## config.mk

```make
export PLATFORM = sky130hd
export DESIGN_NAME = coin_acceptor_flat
export DESIGN_NICKNAME = d
export VERILOG_FILES = /design/src/rtl/coin_pkg.sv /design/src/rtl/coin_acceptor_if.sv /design/src/rtl/coin_change_sel.sv /design/src/rtl/coin_acceptor.sv /design/src/flat_wrapper.sv
export SDC_FILE = /design/constraint.sdc
export NUM_CORES = 1
export LEC_CHECK = 0
export CAP_MARGIN = 15
export CORE_MARGIN = 5
export CORE_UTILIZATION = 36
export DETAILED_ROUTE_END_ITERATION = 16
export GPL_ROUTABILITY_DRIVEN = 0
export GPL_TIMING_DRIVEN = 0
export PLACE_DENSITY = 0.66
export SYNTH_ARGS = -nofsm -noshare
export SYNTH_HDL_FRONTEND = slang
export SYNTH_HIERARCHICAL = 1
export SYNTH_SLANG_ARGS = --single-unit
```

## constraint.sdc

```tcl
create_clock -name clk -period 5 [get_ports clk]
set_input_delay 1 -clock clk [delete_from_list [all_inputs] [get_ports clk]]
set_output_delay 1 -clock clk [all_outputs]
set_load 0.005 [all_outputs]
```

## src/rtl/coin_pkg.sv

```systemverilog
// Shared encodings for the coin acceptor: coin types, cent values, FSM states.
package coin_pkg;

    typedef enum logic [2:0] {
        CoinP = 3'd0,
        CoinN = 3'd1,
        CoinD = 3'd2,
        CoinQ = 3'd3,
        CoinB = 3'd4
    } coin_e;

    localparam int unsigned ValP = 1;
    localparam int unsigned ValN = 5;
    localparam int unsigned ValD = 10;
    localparam int unsigned ValQ = 25;
    localparam int unsigned ValB = 100;

    typedef enum logic [1:0] {
        StCollect = 2'd0,
        StChgReq  = 2'd1,
        StChgAck  = 2'd2,
        StChgWait = 2'd3
    } state_e;

    function automatic logic coin_type_valid(logic [2:0] t);
        return t <= CoinB;
    endfunction

    function automatic logic [6:0] coin_value(logic [2:0] t);
        case (t)
            CoinP:   return 7'(ValP);
            CoinN:   return 7'(ValN);
            CoinD:   return 7'(ValD);
            CoinQ:   return 7'(ValQ);
            CoinB:   return 7'(ValB);
            default: return 7'd0;
        endcase
    endfunction

endpackage

```

## src/rtl/coin_acceptor_if.sv

```systemverilog
// Coin/user and change-dispenser signals of the coin acceptor, grouped with modports.
interface coin_acceptor_if #(
    parameter int unsigned CREDIT_W = 9
);
    logic                coin_valid;
    logic [2:0]          coin_type;
    logic                item_req;
    logic                cancel;
    logic                coin_reject;
    logic                vend;
    logic                insufficient;
    logic                busy;
    logic [CREDIT_W-1:0] credit;
    logic                change_start;
    logic                avail_B;
    logic                avail_Q;
    logic                avail_D;
    logic                avail_N;
    logic                avail_P;
    logic                disp_B;
    logic                disp_Q;
    logic                disp_D;
    logic                disp_N;
    logic                disp_P;
    logic                change_done;
    logic                change_fault;

    modport master (
        output coin_valid, coin_type, item_req, cancel,
        output disp_B, disp_Q, disp_D, disp_N, disp_P, change_done,
        input  coin_reject, vend, insufficient, busy, credit, change_start,
        input  avail_B, avail_Q, avail_D, avail_N, avail_P, change_fault
    );

    modport slave (
        input  coin_valid, coin_type, item_req, cancel,
        input  disp_B, disp_Q, disp_D, disp_N, disp_P, change_done,
        output coin_reject, vend, insufficient, busy, credit, change_start,
        output avail_B, avail_Q, avail_D, avail_N, avail_P, change_fault
    );

endinterface

```

## src/rtl/coin_change_sel.sv

```systemverilog
// Change selection: which denominations fit the remaining change, and the
// remaining value after the dispenser reports the coin it issued.
module coin_change_sel import coin_pkg::*; #(
    parameter int unsigned CREDIT_W = 9
) (
    input  logic [CREDIT_W-1:0] remaining_i,
    input  logic [4:0]          disp_i,       // {B, Q, D, N, P}
    output logic [4:0]          avail_o,      // {B, Q, D, N, P}
    output logic [CREDIT_W-1:0] remaining_o,
    output logic                fault_o
);

    localparam logic [CREDIT_W-1:0] DenB = CREDIT_W'(ValB);
    localparam logic [CREDIT_W-1:0] DenQ = CREDIT_W'(ValQ);
    localparam logic [CREDIT_W-1:0] DenD = CREDIT_W'(ValD);
    localparam logic [CREDIT_W-1:0] DenN = CREDIT_W'(ValN);
    localparam logic [CREDIT_W-1:0] DenP = CREDIT_W'(ValP);

    logic [CREDIT_W-1:0] take;

    always_comb begin
        avail_o = {remaining_i >= DenB, remaining_i >= DenQ, remaining_i >= DenD,
                   remaining_i >= DenN, remaining_i >= DenP};
        take    = '0;
        fault_o = 1'b0;
        // Several flags at once: trust the highest-value one.
        if (disp_i[4]) begin
            take = DenB;
        end else if (disp_i[3]) begin
            take = DenQ;
        end else if (disp_i[2]) begin
            take = DenD;
        end else if (disp_i[1]) begin
            take = DenN;
        end else if (disp_i[0]) begin
            take = DenP;
        end else begin
            fault_o = 1'b1;
        end
        if (take > remaining_i) begin
            fault_o = 1'b1;
        end
        remaining_o = fault_o ? '0 : remaining_i - take;
    end

endmodule

```

## src/rtl/coin_acceptor.sv

```systemverilog
// Coin acceptor: credit accumulation, vend decision and change-dispenser handshake.
// Optional dispenser watchdog is enabled by defining COIN_ACCEPTOR_WATCHDOG_EN.
module coin_acceptor import coin_pkg::*; #(
    parameter int unsigned PRICE    = 65,
    parameter int unsigned CREDIT_W = 9
`ifdef COIN_ACCEPTOR_WATCHDOG_EN
    ,
    parameter int unsigned TIMEOUT_CYC = 1024
`endif
) (
    input logic            clk,
    input logic            reset_n,
    coin_acceptor_if.slave bus
);

    localparam int unsigned SumW = CREDIT_W + 1;

    state_e              state_q;
    logic [CREDIT_W-1:0] credit_q;
    logic [CREDIT_W-1:0] remaining_q;
    logic [4:0]          avail_q;
    logic                coin_reject_q;
    logic                vend_q;
    logic                insufficient_q;
    logic                change_start_q;
    logic                change_fault_q;

    logic [SumW-1:0]     coin_sum;
    logic                coin_ok;
    logic [4:0]          disp_vec;
    logic [4:0]          avail_d;
    logic [CREDIT_W-1:0] remaining_d;
    logic                sel_fault;
    logic                wd_timeout;
    logic                fault_exit;

    // Carry out of the widened sum means the credit register would overflow.
    assign coin_sum = {1'b0, credit_q} + SumW'(coin_value(bus.coin_type));
    assign coin_ok  = coin_type_valid(bus.coin_type) && !coin_sum[CREDIT_W];
    assign disp_vec = {bus.disp_B, bus.disp_Q, bus.disp_D, bus.disp_N, bus.disp_P};

    coin_change_sel #(
        .CREDIT_W (CREDIT_W)
    ) u_sel (
        .remaining_i (remaining_q),
        .disp_i      (disp_vec),
        .avail_o     (avail_d),
        .remaining_o (remaining_d),
        .fault_o     (sel_fault)
    );

`ifdef COIN_ACCEPTOR_WATCHDOG_EN
    localparam int unsigned WdW = $clog2(TIMEOUT_CYC + 1);

    logic [WdW-1:0] wd_q;
    logic           chg_hold;

    assign chg_hold = (state_q == StChgAck && bus.change_done) ||
                      (state_q == StChgWait && !bus.change_done);
    assign wd_timeout = chg_hold && (wd_q == WdW'(TIMEOUT_CYC - 1));

    always_ff @(posedge clk or negedge reset_n) begin
        if (!reset_n) begin
            wd_q <= '0;
        end else if (chg_hold && !wd_timeout) begin
            wd_q <= wd_q + 1'b1;
        end else begin
            wd_q <= '0;
        end
    end
`else
    assign wd_timeout = 1'b0;
`endif

    assign fault_exit = wd_timeout || (state_q == StChgWait && bus.change_done && sel_fault);

    always_ff @(posedge clk or negedge reset_n) begin
        if (!reset_n) begin
            state_q        <= StCollect;
            credit_q       <= '0;
            remaining_q    <= '0;
            avail_q        <= '0;
            coin_reject_q  <= 1'b0;
            vend_q         <= 1'b0;
            insufficient_q <= 1'b0;
            change_start_q <= 1'b0;
            change_fault_q <= 1'b0;
        end else begin
            coin_reject_q  <= bus.coin_valid &&
                              (state_q != StCollect || bus.cancel || bus.item_req || !coin_ok);
            vend_q         <= 1'b0;
            insufficient_q <= 1'b0;
            change_start_q <= 1'b0;
            if (fault_exit) begin
                change_fault_q <= 1'b1;
                remaining_q    <= '0;
                avail_q        <= '0;
                state_q        <= StCollect;
            end else begin
                unique case (state_q)
                    StCollect: begin
                        if (bus.cancel) begin
                            remaining_q <= credit_q;
                            credit_q    <= '0;
                            state_q     <= StChgReq;
                        end else if (bus.item_req) begin
                            if (credit_q >= CREDIT_W'(PRICE)) begin
                                vend_q      <= 1'b1;
                                remaining_q <= credit_q - CREDIT_W'(PRICE);
                                credit_q    <= '0;
                                state_q     <= StChgReq;
                            end else begin
                                insufficient_q <= 1'b1;
                            end
                        end else if (bus.coin_valid && coin_ok) begin
                            credit_q       <= coin_sum[CREDIT_W-1:0];
                            change_fault_q <= 1'b0;
                        end
                    end
                    StChgReq: begin
                        if (remaining_q == '0) begin
                            avail_q <= '0;
                            state_q <= StCollect;
                        end else begin
                            avail_q        <= avail_d;
                            change_start_q <= 1'b1;
                            state_q        <= StChgAck;
                        end
                    end
                    // Dispenser still shows done from its previous transaction.
                    StChgAck: begin
                        if (!bus.change_done) begin
                            state_q <= StChgWait;
                        end
                    end
                    StChgWait: begin
                        if (bus.change_done) begin
                            remaining_q <= remaining_d;
                            state_q     <= StChgReq;
                        end
                    end
                    default: state_q <= StCollect;
                endcase
            end
        end
    end

    assign bus.coin_reject  = coin_reject_q;
    assign bus.vend         = vend_q;
    assign bus.insufficient = insufficient_q;
    assign bus.busy         = (state_q != StCollect);
    assign bus.credit       = credit_q;
    assign bus.change_start = change_start_q;
    assign bus.avail_B      = avail_q[4];
    assign bus.avail_Q      = avail_q[3];
    assign bus.avail_D      = avail_q[2];
    assign bus.avail_N      = avail_q[1];
    assign bus.avail_P      = avail_q[0];
    assign bus.change_fault = change_fault_q;

endmodule

```

## src/flat_wrapper.sv

```systemverilog
// flat-port wrapper written by rule: the top's interface ports become plain ports
module coin_acceptor_flat import coin_pkg::*;
#(
    parameter int unsigned PRICE    = 65,
    parameter int unsigned CREDIT_W = 9

)
  (clk, reset_n, bus_coin_valid, bus_coin_type, bus_item_req, bus_cancel, bus_disp_B, bus_disp_Q, bus_disp_D, bus_disp_N, bus_disp_P, bus_change_done, bus_coin_reject, bus_vend, bus_insufficient, bus_busy, bus_credit, bus_change_start, bus_avail_B, bus_avail_Q, bus_avail_D, bus_avail_N, bus_avail_P, bus_change_fault);
  coin_acceptor_if #(.CREDIT_W(CREDIT_W)) bus_i ();
  input logic clk;
  input logic reset_n;
  input wire logic [$bits(bus_i.coin_valid)-1:0] bus_coin_valid;
  input wire logic [$bits(bus_i.coin_type)-1:0] bus_coin_type;
  input wire logic [$bits(bus_i.item_req)-1:0] bus_item_req;
  input wire logic [$bits(bus_i.cancel)-1:0] bus_cancel;
  input wire logic [$bits(bus_i.disp_B)-1:0] bus_disp_B;
  input wire logic [$bits(bus_i.disp_Q)-1:0] bus_disp_Q;
  input wire logic [$bits(bus_i.disp_D)-1:0] bus_disp_D;
  input wire logic [$bits(bus_i.disp_N)-1:0] bus_disp_N;
  input wire logic [$bits(bus_i.disp_P)-1:0] bus_disp_P;
  input wire logic [$bits(bus_i.change_done)-1:0] bus_change_done;
  output wire logic [$bits(bus_i.coin_reject)-1:0] bus_coin_reject;
  output wire logic [$bits(bus_i.vend)-1:0] bus_vend;
  output wire logic [$bits(bus_i.insufficient)-1:0] bus_insufficient;
  output wire logic [$bits(bus_i.busy)-1:0] bus_busy;
  output wire logic [$bits(bus_i.credit)-1:0] bus_credit;
  output wire logic [$bits(bus_i.change_start)-1:0] bus_change_start;
  output wire logic [$bits(bus_i.avail_B)-1:0] bus_avail_B;
  output wire logic [$bits(bus_i.avail_Q)-1:0] bus_avail_Q;
  output wire logic [$bits(bus_i.avail_D)-1:0] bus_avail_D;
  output wire logic [$bits(bus_i.avail_N)-1:0] bus_avail_N;
  output wire logic [$bits(bus_i.avail_P)-1:0] bus_avail_P;
  output wire logic [$bits(bus_i.change_fault)-1:0] bus_change_fault;
  assign bus_i.coin_valid = bus_coin_valid;
  assign bus_i.coin_type = bus_coin_type;
  assign bus_i.item_req = bus_item_req;
  assign bus_i.cancel = bus_cancel;
  assign bus_i.disp_B = bus_disp_B;
  assign bus_i.disp_Q = bus_disp_Q;
  assign bus_i.disp_D = bus_disp_D;
  assign bus_i.disp_N = bus_disp_N;
  assign bus_i.disp_P = bus_disp_P;
  assign bus_i.change_done = bus_change_done;
  assign bus_coin_reject = bus_i.coin_reject;
  assign bus_vend = bus_i.vend;
  assign bus_insufficient = bus_i.insufficient;
  assign bus_busy = bus_i.busy;
  assign bus_credit = bus_i.credit;
  assign bus_change_start = bus_i.change_start;
  assign bus_avail_B = bus_i.avail_B;
  assign bus_avail_Q = bus_i.avail_Q;
  assign bus_avail_D = bus_i.avail_D;
  assign bus_avail_N = bus_i.avail_N;
  assign bus_avail_P = bus_i.avail_P;
  assign bus_change_fault = bus_i.change_fault;
  coin_acceptor #(.PRICE(PRICE), .CREDIT_W(CREDIT_W)) u_core (.clk(clk), .reset_n(reset_n), .bus(bus_i));
endmodule
```

==> results of run 1 <==
final timing paths:
check	start	to	slack, ps	cells past startpoint
max in group asynchronous	reset_n	u_core/remaining_q[6]	3770	1
max reg2reg	u_core/remaining_q[1]	u_core/remaining_q[5]	1760	9
min	u_core/remaining_q[7]	u_core/remaining_q[7]	520	2
max	bus_disp_Q	u_core/remaining_q[5]	840	12
min in group asynchronous	reset_n	u_core/avail_q[4]	760	1
min reg2reg	u_core/remaining_q[7]	u_core/remaining_q[7]	520	2
state kept, by name, indices dropped and copies added (netlist names), 2 cells and up:
name and count:
u_core/state_q 2, u_core/remaining_q 9, u_core/bus.credit 9, u_core/avail_q 5
cells by family after synthesis:
kind of cell	after synthesis	share of synthesized area, %
xor gates and xnor gates	12	4.09
adders and majority gates	24	12.3
and+or+nand+nor	120	22.2
AOI/OAI and AO/OA	95	27.2
DFF	30	29.2
buffers and inverters	27	4.28
muxes	2	0.779
critical path, cell delays in order:
cell	delay, ps
clkdlybuf4s50_1	540
nor2_1	90
a21oi_1	170
ha_1	310
o21a_1	200
o31a_2	130
o22a_4	250
o32ai_4	430
nand3_1	390
nand3_1	280
o211ai_4	150
o41ai_1	380
per-stage QoR:
stage	worst slack (ps)	hold WS, ps	instances	utilization (%)	instance area (um2)
3_5_place_dp	532	502	439	43.9	3020
3_3_place_gp	565	494	439	44.0	3020
5_1_grt	561	567	447	45.3	3110
4_1_cts	832	519	447	45.3	3110
6_report	836	518	447	45.3	3110
2_1_floorplan	1510	464	310	-	2570
synthesized netlist by cell type (2+ instances only):
master    count
inv_1        18
clkbuf_1      7
a22o_1        6
o31a_1        2
nand2_1      36
a21oi_1      18
nor4_1        5
nor2b_1       7
nand3_1       4
a211oi_1      4
nor4b_1       2
o21ai_0      21
nor3_1       11
o211ai_1      3
nor2_1       37
o31a_2        2
nor3b_1       3
xor2_1        3
or2_2         4
ha_1         22
o21a_1        5
a31oi_1       3
a22oi_1       5
dfrtp_1      30
and3_1        3
a21boi_0      3
xnor2_1       9
o31ai_1       8
and2_1        3
mux2i_1       2
fa_1          2
power breakdown:
group | internal (mW) | leakage (nW) | switching [mW]
Combinational | 0.403 | 0.890 | 0.459
Sequential | 0.326 | 0.385 | 0.101
Clock | 0.111 | 0.0472 | 0.0967
final cells by class:
cell class / instances / area [um2] / share of cell area [%]
sequential: 30 / 751 / 24.1
tap: 96 / 120 / 3.86
buffer: 9 / 42.5 / 1.37
clock buffer: 6 / 82.6 / 2.65
timing repair buffer: 33 / 325 / 10.5
clock inverter: 2 / 12.5 / 0.402
inverter: 18 / 67.6 / 2.17
multi-input combinational: 253 / 1710 / 54.9
metal layers:
| layer | wire length, um | vias up | GRT usage (%) |
|---|---|---|---|
| met2 | 3080 | 45 | 26.3 |
| li1 | - | 1211 | - |
| met4 | 95 | 0 | 3.85 |
| met5 | 0 | - | 0 |
| met1 | 2910 | 1127 | 19.8 |
| met3 | 314 | 10 | 3.51 |
==> flow_summary.ini, run 1 <==
[timing]
fin_worst_skew_ps = 8.40
drv_slew = 0
timing.final.crit_share_pct = 83.3
finalHoldViolations = 0
timing.slew.headroom_pct = 52.5
final_period_minus_worst_setup_slack_ps = 4160
fmax_mhz = 240
fin_setup_tns_ps = 0
final-setup-viol-count = 0
rsz0062_at_grt = no
max_slew.worst_pin.slew_ps = 712

[floorplanning]
io_pins = 34
floorplan.die_area_um2 = 8930
core_um2 = 6870
die_y_um = 94.5
chipWidth_um = 94.5
initial_core_utilization_pct = 37.4
floorplan.rows = 30

[place]
post-dp-hpwl_mm = 4.91
buffer_ports.inserted = 33

[finish]
most-common-layout-cells = nor2_1, nand2_1, clkdlybuf4s50_1, dfrtp_1, ha_1
n_antenna_cell = 0
layout.filler_cells = 715
area_delta_synth_final_pct = 21.0
layout_cells_sized_above_1_pct = 7.12
number_of_nets_at_the_end_of_the_flow = 388
most_common_cell_after_layout_fill_and_taps_aside = nor2_1

[clock_network]
cts-htree-levels = 2
cts_tree = built
cts_setup_buffers = 0
postCtsResizedCells = 0
cts_made_buffers = 5
cts.sinks = 30
cts_root_buffer = clkbuf_8
cts.reportedPaths.clkPinSlew_ps = 70
hold_buffer_count_at_cts = 0
clk-insertion-delay-late_ps = 280
clock_path_buffers = 2

[critical_path]
timing_worst_setup_path_type = input pin to register
crit_required_ps = 5160
setup.worst_path.end_class = register
critical_path_peak_fanout = 10
critPathLaunchType = input pin
critical_path_arrival_ps = 4330

[synthesis]
netlist_top_cells_area = dfrtp_1, ha_1, nor2_1
yosys.area.top_type_share_pct = 29.2
ys_ff_latch = 30
synth-edff-count = 0
mappedNetlistNets = 348
ys_seq_area_share_pct = 29.2
synth-async-reset-ratio_pct = 100
avgSynthCellArea_um2 = 8.29
synth_instances = 310
predominant_post_synthesis_flop_cell = dfrtp_1
post_synth_num_cell_types = 53
syn_area_um2 = 2570
synth_area_leader_cell = dfrtp_1
synthesis.yosys.warnings = 6

[routing]
drtIter0Drc = 95
via_per_inst = 5.35
postRouteWirelength_mm = 6.40
vias = 2393
drt-wirelength-per-cell_um = 14.3
drc_errors = 0
number_of_iterations_in_the_first_detailed_routing_pass = 4
ant_nets = 0

[power_and_ir_drop]
totalPowerFinal_mw = 1.50
vdd_drop_max_v = 0.000134
power_per_cell_area_nw_per_um2 = 481
power_leakage_nw = 1.32

[global_routing]
grt_start_max_net_pins = 31
gr-total-overflow = 0
wire_length_of_the_first_global_routing_pass_mm = 11.2
grt.total_usage_pct = 15.4
antenna_found_initial = 0
vias_in_the_first_global_route = 2385

[job]
maxCapViolations = 0

[min_path]
hold_path_class = register to register

[status]
run_status = finished, final reports clean
Power figures use the tool's default switching activity.
==> run 2, diff against run 1 <==
==> constraint.sdc (replaced) <==
create_clock -name clk -period 4.2 [get_ports clk]
set_input_delay 0.84 -clock clk [delete_from_list [all_inputs] [get_ports clk]]
set_output_delay 0.84 -clock clk [all_outputs]
set_load 0.005 [all_outputs]
==> run 2 against run 1 <==
  * Critical path depth unchanged
  * Setup slack got worse by 490 ps
  * First-iteration DRC count decreased by 7.4%
  * Global-route usage unchanged
  * Via count increased by 0.59%
  * Worst hold slack got worse by 0.88 ps
  * Design area increased by 0.16%
  * Final cell count unchanged
  * Utilization increased by 0.073 points
  * Wire length about the same
  * Sequential share of layout area about the same
  * Largest power group unchanged
==> flow_summary.ini, run 2 (synthesis results as in run 1) <==
[floorplanning]
core_um2 = 6870
die_y_um = 94.5
floorplan.die_area_um2 = 8930
io_pins = 34
floorplan.rows = 30
initial_core_utilization_pct = 37.4
chipWidth_um = 94.5

[routing]
number_of_iterations_in_the_first_detailed_routing_pass = 4
drt-wirelength-per-cell_um = 14.3
ant_nets = 0
drtIter0Drc = 88
via_per_inst = 5.38
postRouteWirelength_mm = 6.40
vias = 2407
drc_errors = 0

[power_and_ir_drop]
p_int_mw = 0.999
power_leakage_nw = 1.32
power_per_cell_area_nw_per_um2 = 573
totalPowerFinal_mw = 1.78
power.net_switching_mw = 0.785
swShare_pct = 44.0
pwr-share-clk_pct = 13.9
vdd_drop_max_v = 0.000160
p_comb_share_pct = 57.7
pwr-share-seq_pct = 28.4

[clock_network]
cts_made_buffers = 5
cts_root_buffer = clkbuf_8
cts_setup_buffers = 0
clk-insertion-delay-late_ps = 290
hold_buffer_count_at_cts = 0
cts.reportedPaths.clkPinSlew_ps = 70
clock_path_buffers = 2
cts-htree-levels = 2
cts.sinks = 30
cts_tree = built

[finish]
n_antenna_cell = 0
layout_cells_sized_above_1_pct = 7.41
layout.filler_cells = 714
most-common-layout-cells = nor2_1, nand2_1, clkdlybuf4s50_1, dfrtp_1, ha_1
register_area_um2 = 751
most_common_cell_after_layout_fill_and_taps_aside = nor2_1
design_area_um2 = 3120
area_delta_synth_final_pct = 21.2
number_of_nets_at_the_end_of_the_flow = 388
multi_input_comb_area_um2 = 1710

[timing]
timing.final.crit_share_pct = 91.8
max_slew.worst_pin.slew_ps = 729
fin_worst_skew_ps = 9.23
final-setup-viol-count = 0
timing.slew.headroom_pct = 51.1
rsz0062_at_grt = no
final_period_minus_worst_setup_slack_ps = 3850
drv_slew = 0
fmax_mhz = 259
finalHoldViolations = 0

[place]
buffer_ports.inserted = 33
post-dp-hpwl_mm = 4.91
detailed_place.area_um2 = 3020

[critical_path]
cp_max_stage_cell = clkdlybuf4s50_1
critical_path.cell_chain = clkdlybuf4s50_1 -> nor2_1 -> a21oi_1 -> ha_1 -> o21a_1 -> o31a_2 -> o22a_4 -> o32ai_4 -> nand3_2 -> nand3_1 -> o211ai_4 -> o41ai_1
cp_top_family = compound AO/OA/AOI/OAI gates
critical_path_arrival_ps = 4020
crit_required_ps = 4360
worst_path_largest_cell_delay_ps = 540
critical_path_peak_fanout = 10
setup.worst_path.end_class = register
worst-path-buf-inv = 1
critPathLaunchType = input pin
timing_worst_setup_path_type = input pin to register

[min_path]
hold_path_class = register to register

[global_routing]
grt_start_max_net_pins = 31
wire_length_of_the_first_global_routing_pass_mm = 11.2
gr-total-overflow = 0
grt.total_usage_pct = 15.4
vias_in_the_first_global_route = 2385
antenna_found_initial = 0

[job]
maxCapViolations = 0

[status]
run_status = finished, final reports clean
==> run 2: what timing repair did <==
item                                    4_1_cts  5_1_grt
gates resized for setup                       0        1
endpoints found under the hold margin         0        0
endpoints found under the setup margin        0        8
==> run 2: worst min-delay path: stages (launching register included) <==
cell,delay [ps]
dfrtp_1,370
nand2_1,60
o31ai_1,50
==> run 2: metrics by stage <==
step	setup WS (ps)	TNS (ps)	util, %	hold WS [ps]	instances
finish	345	0	45.4	517	447
CTS	192	0	45.3	519	447
global route	101	0	45.4	567	447
floorplan	871	0	-	464	310
global placement	-74.8	-267	44.0	494	439
detailed placement	-108	-360	43.9	502	439
==> run 2: worst paths after layout <==
check | start | depth (start not counted) | slack, ps | end
hold reg to reg | u_core/remaining_q[7] | 2 | 520 | u_core/remaining_q[7]
min in group asynchronous | reset_n | 1 | 600 | u_core/avail_q[4]
hold / removal | u_core/remaining_q[7] | 2 | 520 | u_core/remaining_q[7]
setup reg to reg | u_core/remaining_q[1] | 9 | 1110 | u_core/remaining_q[5]
max in group asynchronous | reset_n | 1 | 3130 | u_core/remaining_q[6]
setup / recovery | bus_disp_Q | 12 | 350 | u_core/remaining_q[5]
==> run 2: area by class of cell <==
type | count | share of cell area (%)
tap | 96 | 3.86
buffer | 9 | 1.37
multi-input combinational | 253 | 55.0
clock inverter | 2 | 0.402
sequential | 30 | 24.1
clock buffer | 6 | 2.65
inverter | 18 | 2.17
timing repair buffer | 33 | 10.4
==> run 2: power by group through the flow <==
stage | logic, mW | clock network [mW] | registers (mW)
after floorplan | 0.737 | 0 | 0.484
after global placement | 1.01 | 0 | 0.513
after detailed placement | 1.02 | 0 | 0.514
after CTS | 1.03 | 0.256 | 0.509
after global routing | 1.16 | 0.271 | 0.524
final | 1.03 | 0.248 | 0.507
==> run 2: per-layer routing <==
| metal | vias up | global-route usage [%] | wire, um |
|---|---|---|---|
| met4 | 0 | 3.85 | 95 |
| met3 | 10 | 3.51 | 316 |
| met5 | - | 0 | 0 |
| met2 | 51 | 26.3 | 3080 |
| li1 | 1210 | - | - |
| met1 | 1136 | 19.8 | 2910 |
